$ cat config.mk
export PLATFORM = sky130hd
export DESIGN_NAME = lsu_port_arbiter_flat
export DESIGN_NICKNAME = d
export VERILOG_FILES = /design/src/rtl/lsu_arb_pkg.sv /design/src/rtl/lsu_port_arbiter_if.sv /design/src/rtl/lsu_arb_grant.sv /design/src/rtl/lsu_port_arbiter.sv /design/src/flat_wrapper.sv
export SDC_FILE = /design/constraint.sdc
export NUM_CORES = 1
export LEC_CHECK = 0
export BUFFER_PORTS_ARGS = -buffer_cell sky130_fd_sc_hd__buf_2
export CORE_AREA = 10 10 153 155
export DETAILED_ROUTE_END_ITERATION = 10
export DIE_AREA = 0 0 163 165
export GPL_TIMING_DRIVEN = 0
export PLACE_DENSITY = 0.55
export SLEW_MARGIN = 10
export SYNTH_ARGS = -nofsm -noshare
export SYNTH_HDL_FRONTEND = slang
export SYNTH_HIERARCHICAL = 1
export SYNTH_SLANG_ARGS = --single-unit
$ cat constraint.sdc
create_clock -name clk_i -period 3.2 [get_ports clk_i]
set_input_delay 0 -clock clk_i [delete_from_list [all_inputs] [get_ports clk_i]]
set_output_delay 0 -clock clk_i [all_outputs]
set_load 0.05 [all_outputs]
$ cat src/rtl/lsu_arb_pkg.sv
// Shared constants and the access-legality check for the LSU port arbiter.
// FSM state encodings are plain localparams so legacy code can compare against them.
package lsu_arb_pkg;

    localparam logic [1:0] StIdle  = 2'd0;
    localparam logic [1:0] StIssue = 2'd1;
    localparam logic [1:0] StResp  = 2'd2;

    localparam logic [2:0] F3Lb  = 3'b000;
    localparam logic [2:0] F3Lh  = 3'b001;
    localparam logic [2:0] F3Lw  = 3'b010;
    localparam logic [2:0] F3Lbu = 3'b100;
    localparam logic [2:0] F3Lhu = 3'b101;
    localparam logic [2:0] F3Sb  = 3'b000;
    localparam logic [2:0] F3Sh  = 3'b001;
    localparam logic [2:0] F3Sw  = 3'b010;

    // Unsigned loads have no store counterpart; halves and words must be naturally aligned.
    function automatic logic is_legal(input logic we, input logic [2:0] funct3,
                                      input logic [1:0] addr_lo);
        logic ok;
        ok = 1'b0;
        case (funct3)
            F3Lb:    ok = 1'b1;
            F3Lh:    ok = ~addr_lo[0];
            F3Lw:    ok = (addr_lo == 2'b00);
            F3Lbu:   ok = ~we;
            F3Lhu:   ok = ~we & ~addr_lo[0];
            default: ok = 1'b0;
        endcase
        return ok;
    endfunction

endpackage

$ cat src/rtl/lsu_port_arbiter_if.sv
// Request/response channel between one LSU requester and the arbiter.
interface lsu_port_arbiter_if #(
    parameter int unsigned ADDR_W = 32,
    parameter int unsigned DATA_W = 32
);
    logic              req_valid;
    logic              req_ready;
    logic              req_we;
    logic [2:0]        funct3;
    logic [ADDR_W-1:0] addr;
    logic [DATA_W-1:0] wdata;
    logic              resp_valid;

    modport master (
        output req_valid, req_we, funct3, addr, wdata,
        input  req_ready, resp_valid
    );

    modport slave (
        input  req_valid, req_we, funct3, addr, wdata,
        output req_ready, resp_valid
    );
endinterface

$ cat src/rtl/lsu_arb_grant.sv
// Two-way grant logic: fixed m0 > m1 priority, or round-robin when LSU_ARB_RR_EN is defined.
// The grant is one-hot (or zero) and only ever selects a master whose valid is high.
module lsu_arb_grant (
    input  logic       clk_i,
    input  logic       rst_ni,
    input  logic [1:0] valid_i,
    input  logic       accept_i,
    output logic [1:0] gnt_o
);
`ifdef LSU_ARB_RR_EN
    logic prio_q;  // 1: m1 wins the next contended cycle

    always_comb begin
        gnt_o = valid_i;
        if (valid_i == 2'b11) begin
            gnt_o = prio_q ? 2'b10 : 2'b01;
        end
    end

    always_ff @(posedge clk_i or negedge rst_ni) begin
        if (!rst_ni) begin
            prio_q <= 1'b0;
        end else if (accept_i) begin
            prio_q <= gnt_o[0];
        end
    end
`else
    logic unused_rr;

    assign gnt_o     = valid_i[0] ? 2'b01 : {valid_i[1], 1'b0};
    assign unused_rr = ^{clk_i, rst_ni, accept_i};
`endif
endmodule

$ cat src/rtl/lsu_port_arbiter.sv
// Shares the single LSU data port between m0 (MEM stage) and m1 (debug/loader).
// Optional round-robin arbitration via LSU_ARB_RR_EN (see lsu_arb_grant).
module lsu_port_arbiter
    import lsu_arb_pkg::*;
#(
    parameter int unsigned ADDR_W = 32,
    parameter int unsigned DATA_W = 32
) (
    input  logic                clk_i,
    input  logic                rst_ni,
    lsu_port_arbiter_if.slave   m0,
    lsu_port_arbiter_if.slave   m1,
    output logic [DATA_W-1:0]   resp_rdata_o,
    output logic                resp_err_o,
    output logic                lsu_wren_o,
    output logic [2:0]          lsu_funct3_o,
    output logic [ADDR_W-1:0]   lsu_addr_o,
    output logic [DATA_W-1:0]   lsu_st_data_o,
    input  logic [DATA_W-1:0]   lsu_ld_data_i
);
    logic [1:0]        state_q, state_d;
    logic              we_q;
    logic [2:0]        funct3_q;
    logic [ADDR_W-1:0] addr_q;
    logic [DATA_W-1:0] wdata_q;
    logic              gnt_q;  // 0: m0 owns the in-flight access, 1: m1
    logic [DATA_W-1:0] rdata_q;
    logic              err_q;

    logic [1:0] req_valid;
    logic [1:0] gnt;
    logic       can_accept;
    logic       handshake;
    logic       legal;

    assign req_valid  = {m1.req_valid, m0.req_valid};
    assign can_accept = (state_q != StIssue);
    assign handshake  = can_accept & (|req_valid);

    lsu_arb_grant u_grant (
        .clk_i    (clk_i),
        .rst_ni   (rst_ni),
        .valid_i  (req_valid),
        .accept_i (handshake),
        .gnt_o    (gnt)
    );

    assign m0.req_ready = can_accept & gnt[0];
    assign m1.req_ready = can_accept & gnt[1];

    assign legal = is_legal(we_q, funct3_q, addr_q[1:0]);

    always_comb begin
        state_d = StIdle;
        unique case (state_q)
            StIdle:  state_d = handshake ? StIssue : StIdle;
            StIssue: state_d = StResp;
            StResp:  state_d = handshake ? StIssue : StIdle;
            default: state_d = StIdle;
        endcase
    end

    always_ff @(posedge clk_i or negedge rst_ni) begin
        if (!rst_ni) begin
            state_q  <= StIdle;
            we_q     <= 1'b0;
            funct3_q <= 3'b000;
            addr_q   <= '0;
            wdata_q  <= '0;
            gnt_q    <= 1'b0;
            rdata_q  <= '0;
            err_q    <= 1'b0;
        end else begin
            state_q <= state_d;
            if (handshake) begin
                gnt_q    <= gnt[1];
                we_q     <= gnt[1] ? m1.req_we : m0.req_we;
                funct3_q <= gnt[1] ? m1.funct3 : m0.funct3;
                addr_q   <= gnt[1] ? m1.addr   : m0.addr;
                wdata_q  <= gnt[1] ? m1.wdata  : m0.wdata;
            end
            if (state_q == StIssue) begin
                rdata_q <= (legal && !we_q) ? lsu_ld_data_i : '0;
                err_q   <= ~legal;
            end
        end
    end

    // Async reset clears state_q immediately, so an in-flight write drops without a clock.
    assign lsu_wren_o    = (state_q == StIssue) & we_q & legal;
    assign lsu_funct3_o  = funct3_q;
    assign lsu_addr_o    = addr_q;
    assign lsu_st_data_o = wdata_q;

    assign m0.resp_valid = (state_q == StResp) & ~gnt_q;
    assign m1.resp_valid = (state_q == StResp) & gnt_q;
    assign resp_rdata_o  = rdata_q;
    assign resp_err_o    = err_q;
endmodule

$ cat src/flat_wrapper.sv
// flat-port wrapper written by rule: the top's interface ports become plain ports
module lsu_port_arbiter_flat import lsu_arb_pkg::*;
#(
    parameter int unsigned ADDR_W = 32,
    parameter int unsigned DATA_W = 32
)
  (clk_i, rst_ni, resp_rdata_o, resp_err_o, lsu_wren_o, lsu_funct3_o, lsu_addr_o, lsu_st_data_o, lsu_ld_data_i, m0_req_valid, m0_req_we, m0_funct3, m0_addr, m0_wdata, m0_req_ready, m0_resp_valid, m1_req_valid, m1_req_we, m1_funct3, m1_addr, m1_wdata, m1_req_ready, m1_resp_valid);
  lsu_port_arbiter_if #(.ADDR_W(ADDR_W), .DATA_W(DATA_W)) m0_i ();
  lsu_port_arbiter_if #(.ADDR_W(ADDR_W), .DATA_W(DATA_W)) m1_i ();
  input  logic clk_i;
  input  logic rst_ni;
  output logic [DATA_W-1:0] resp_rdata_o;
  output logic resp_err_o;
  output logic lsu_wren_o;
  output logic [2:0] lsu_funct3_o;
  output logic [ADDR_W-1:0] lsu_addr_o;
  output logic [DATA_W-1:0] lsu_st_data_o;
  input  logic [DATA_W-1:0] lsu_ld_data_i;
  input wire logic [$bits(m0_i.req_valid)-1:0] m0_req_valid;
  input wire logic [$bits(m0_i.req_we)-1:0] m0_req_we;
  input wire logic [$bits(m0_i.funct3)-1:0] m0_funct3;
  input wire logic [$bits(m0_i.addr)-1:0] m0_addr;
  input wire logic [$bits(m0_i.wdata)-1:0] m0_wdata;
  output wire logic [$bits(m0_i.req_ready)-1:0] m0_req_ready;
  output wire logic [$bits(m0_i.resp_valid)-1:0] m0_resp_valid;
  input wire logic [$bits(m1_i.req_valid)-1:0] m1_req_valid;
  input wire logic [$bits(m1_i.req_we)-1:0] m1_req_we;
  input wire logic [$bits(m1_i.funct3)-1:0] m1_funct3;
  input wire logic [$bits(m1_i.addr)-1:0] m1_addr;
  input wire logic [$bits(m1_i.wdata)-1:0] m1_wdata;
  output wire logic [$bits(m1_i.req_ready)-1:0] m1_req_ready;
  output wire logic [$bits(m1_i.resp_valid)-1:0] m1_resp_valid;
  assign m0_i.req_valid = m0_req_valid;
  assign m0_i.req_we = m0_req_we;
  assign m0_i.funct3 = m0_funct3;
  assign m0_i.addr = m0_addr;
  assign m0_i.wdata = m0_wdata;
  assign m0_req_ready = m0_i.req_ready;
  assign m0_resp_valid = m0_i.resp_valid;
  assign m1_i.req_valid = m1_req_valid;
  assign m1_i.req_we = m1_req_we;
  assign m1_i.funct3 = m1_funct3;
  assign m1_i.addr = m1_addr;
  assign m1_i.wdata = m1_wdata;
  assign m1_req_ready = m1_i.req_ready;
  assign m1_resp_valid = m1_i.resp_valid;
  lsu_port_arbiter #(.ADDR_W(ADDR_W), .DATA_W(DATA_W)) u_core (.clk_i(clk_i), .rst_ni(rst_ni), .m0(m0_i), .m1(m1_i), .resp_rdata_o(resp_rdata_o), .resp_err_o(resp_err_o), .lsu_wren_o(lsu_wren_o), .lsu_funct3_o(lsu_funct3_o), .lsu_addr_o(lsu_addr_o), .lsu_st_data_o(lsu_st_data_o), .lsu_ld_data_i(lsu_ld_data_i));
endmodule
==> metrics.csv <==
stage;metric;value;unit
place;dp_cells;1012;
finish;final-instance-count-excl-fill;1199;
setup_path;crit_required;3.20;ns
hold_path;min-delay-path-class;primary input to asynchronous set/reset pin;
global_routing;antenna_found_initial;2;
place;gp_routability_congestion;0.730;
status;outcome;complete, no violations;
timing;rsz0062_at_grt;no;
timing;worstMarginPinSlew;0.690;ns
setup_path;signal_arrival_time_at_the_worst_endpoint;2.13;ns
floorplanning;die_x;163;microns
timing;maximum_operating_frequency;469;MHz
detailed_routing;final_antenna_net_count;0;
power;irDropWorstVdd;0.000238;V
floorplanning;initial_utilization;24.7;%
synthesis;syn_inst;465;
detailed_routing;detail_route.drc_violations;0;
timing;worst_clock_skew;0.00732;ns
timing;hold_violations;0;
place;dp.final_hpwl;14800;microns
cts;cts_buffers;9;
setup_path;worstSetupEndpointType;output port;
setup_path;worst-setup-path-type;register to output port;
timing;finalWorstPathRequiredPeriod;2.13;ns
finish;fraction_of_final_layout_cells_sized_beyond_drive_strength_1;37.6;%
cts;cts_sinks;104;
timing;drv_slew;0;
cts;clock_latency;0.35;ns
detailed_routing;totalWireLength;20200;microns
detailed_routing;total_met2_wirelength_after_detailed_routing;9870;microns
place;placement.io_buffers;276;
global_routing;gr-total-overflow;0;
global_routing;gr-usage-all-layers;14.5;%
timing;final.setup.tns;0;ns
detailed_routing;routed_wire_length_per_instance;16.8;microns
floorplanning;floorplan.io_pins;277;
floorplanning;fp.coreArea;0.0202;sq mm
detailed_routing;topmost_layer_with_routed_signal_wires;met4;
power;post-layout-total-power;5.33;mW
cts;cts_buffer_depth;2;
cts;cts_root_buf;sky130_fd_sc_hd__clkbuf_16;
detailed_routing;route.met3.wl;1620;microns
detailed_routing;first_pass_iters;4;
global_routing;grt_first_pass_wirelength;31000;microns
setup_path;worst-path-max-fanout;10;
synthesis;synth_nets;637;
detailed_routing;detail_route.iter0.violations;227;
cts;tritoncts_clock_tree;yes;
global_routing;grt_start_max_net_pins;59;
global_routing;first_global_vias;5737;
detailed_routing;m1WireLength;8300;microns
timing;min_period_over_period;66.6;%
floorplanning;die_area;0.0269;sq mm
timing;setup_viol_count_final;0;
setup_path;worstSetupStartpointType;register;
detailed_routing;viasPerCell;4.32;
synthesis;yosysWarnings;6;
cts;post_cts.resized_instances;0;
finish;synthToLayoutAreaGrowth;75.6;%
cts;htree_num_levels;3;
synthesis;post_synth.cell_area_avg;10.7;sq um
synthesis;post_synth_instance_area;0.00498;sq mm
detailed_routing;dr_total_vias;5176;
power;power_density_cells;610;mW/mm^2
floorplanning;placement_rows;52;
floorplanning;die_h;165;microns
finish;final_net_count;1094;
run;max_cap_violations;0;
power;power.static_leakage;4.25;nW
timing;slew-limit-headroom;54.0;%
cts;clk_pin_slew;0.07;ns
[cell usage in the layout, fill, tap and decap left out, types with 2 or more instances in the layout]
| master | count |
|---|---|
| sky130_fd_sc_hd__inv_1 | 33 |
| sky130_fd_sc_hd__a21oi_1 | 2 |
| sky130_fd_sc_hd__mux2i_1 | 68 |
| sky130_fd_sc_hd__buf_6 | 5 |
| sky130_fd_sc_hd__dfrtp_1 | 104 |
| sky130_fd_sc_hd__clkbuf_1 | 19 |
| sky130_fd_sc_hd__buf_2 | 288 |
| sky130_fd_sc_hd__clkbuf_2 | 2 |
| sky130_fd_sc_hd__buf_1 | 2 |
| sky130_fd_sc_hd__o31ai_2 | 28 |
| sky130_fd_sc_hd__o31ai_4 | 2 |
| sky130_fd_sc_hd__nand2_1 | 33 |
| sky130_fd_sc_hd__o31ai_1 | 3 |
| sky130_fd_sc_hd__o21ai_1 | 6 |
| sky130_fd_sc_hd__dlygate4sd3_1 | 169 |
| sky130_fd_sc_hd__nor2_1 | 2 |
| sky130_fd_sc_hd__o21ai_0 | 130 |
| sky130_fd_sc_hd__diode_2 | 2 |
| sky130_fd_sc_hd__clkbuf_16 | 9 |
| sky130_fd_sc_hd__inv_6 | 3 |
| sky130_fd_sc_hd__and2_1 | 2 |
[per-stage QoR]
| step | hold slack (ns) | utilization, % | worst slack [ns] | area (sq um) |
|---|---|---|---|---|
| global route | 0.203 | 43.3 | 0.888 | 8730 |
| detailed placement | -0.0304 | 33.4 | 1.34 | 6730 |
| CTS | 0.166 | 43.3 | 0.944 | 8730 |
| floorplan | -0.296 | - | 1.64 | 4980 |
| global placement | 0.258 | 33.2 | 0.843 | 6700 |
| finish | 0.157 | 43.3 | 1.07 | 8740 |
[worst paths after layout]
check                                                      endpoint  slack (ns)                        start  depth (start not counted)
worst max register to register  u_core/lsu_st_data_o[0]$_DFFE_PN0P_        1.49  u_core/state_q[1]$_DFF_PN0_                          6
min in group clk_i                 u_core/lsu_addr_o[4]$_DFFE_PN0P_        0.32                 m1_req_valid                          4
worst min-delay path            u_core/resp_rdata_o[12]$_DFFE_PN0P_        0.16                       rst_ni                          2
max in group asynchronous          u_core/lsu_addr_o[0]$_DFFE_PN0P_        2.39                       rst_ni                          3
worst max-delay path                                     lsu_wren_o        1.07  u_core/state_q[1]$_DFF_PN0_                          6
worst min register to register          u_core/state_q[0]$_DFF_PN0_        0.48  u_core/state_q[0]$_DFF_PN0_                          1
[sequential cells by signal (all words and copies together), names as in the netlist]
signal                flops
u_core/we_q               1
u_core/lsu_addr_o        32
u_core/lsu_funct3_o       3
u_core/lsu_st_data_o     32
u_core/resp_err_o         1
u_core/resp_rdata_o      32
u_core/gnt_q              1
u_core/state_q            2
[repair_timing]
item                                   4_1_cts  5_1_grt
setup buffers                                0        0
hold buffers                               169        0
endpoints found under the hold margin      146        0
[critical path, stage by stage (launching register included)]
cell                       delay [ns]
sky130_fd_sc_hd__dfrtp_1         0.38
sky130_fd_sc_hd__nand2b_1        0.13
sky130_fd_sc_hd__buf_2           0.19
sky130_fd_sc_hd__inv_1           0.28
sky130_fd_sc_hd__buf_2           0.34
sky130_fd_sc_hd__o211a_1         0.19
sky130_fd_sc_hd__buf_2           0.27
[final cells by class]
cell class                      count  area, sq um
Multi-Input combinational cell    287         2040
Tap cell                          270          338
Clock buffer                       10          239
Fill cell                        1953        11400
Timing Repair Buffer              446         3110
Buffer                             41          206
Inverter                           33          124
Sequential cell                   104         2600
Antenna cell                        2         5.00
Clock inverter                      6         72.6
[power by group]
group	leakage, nW	internal [mW]	switching (mW)	total, mW
clock	0.150	0.639	0.528	1.17
sequential	1.30	1.60	0.157	1.76
combinational	2.80	0.691	1.71	2.40
total	4.25	2.93	2.40	5.33
[per-layer routing]
| metal | global-route usage [%] | up-vias |
|---|---|---|
| li1 | - | 2539 |
| met1 | 16.8 | 2423 |
| met2 | 24.5 | 191 |
| met3 | 5.00 | 23 |
| met4 | 4.92 | 0 |
| met5 | 0 | - |
Power figures use the tool's default switching activity.
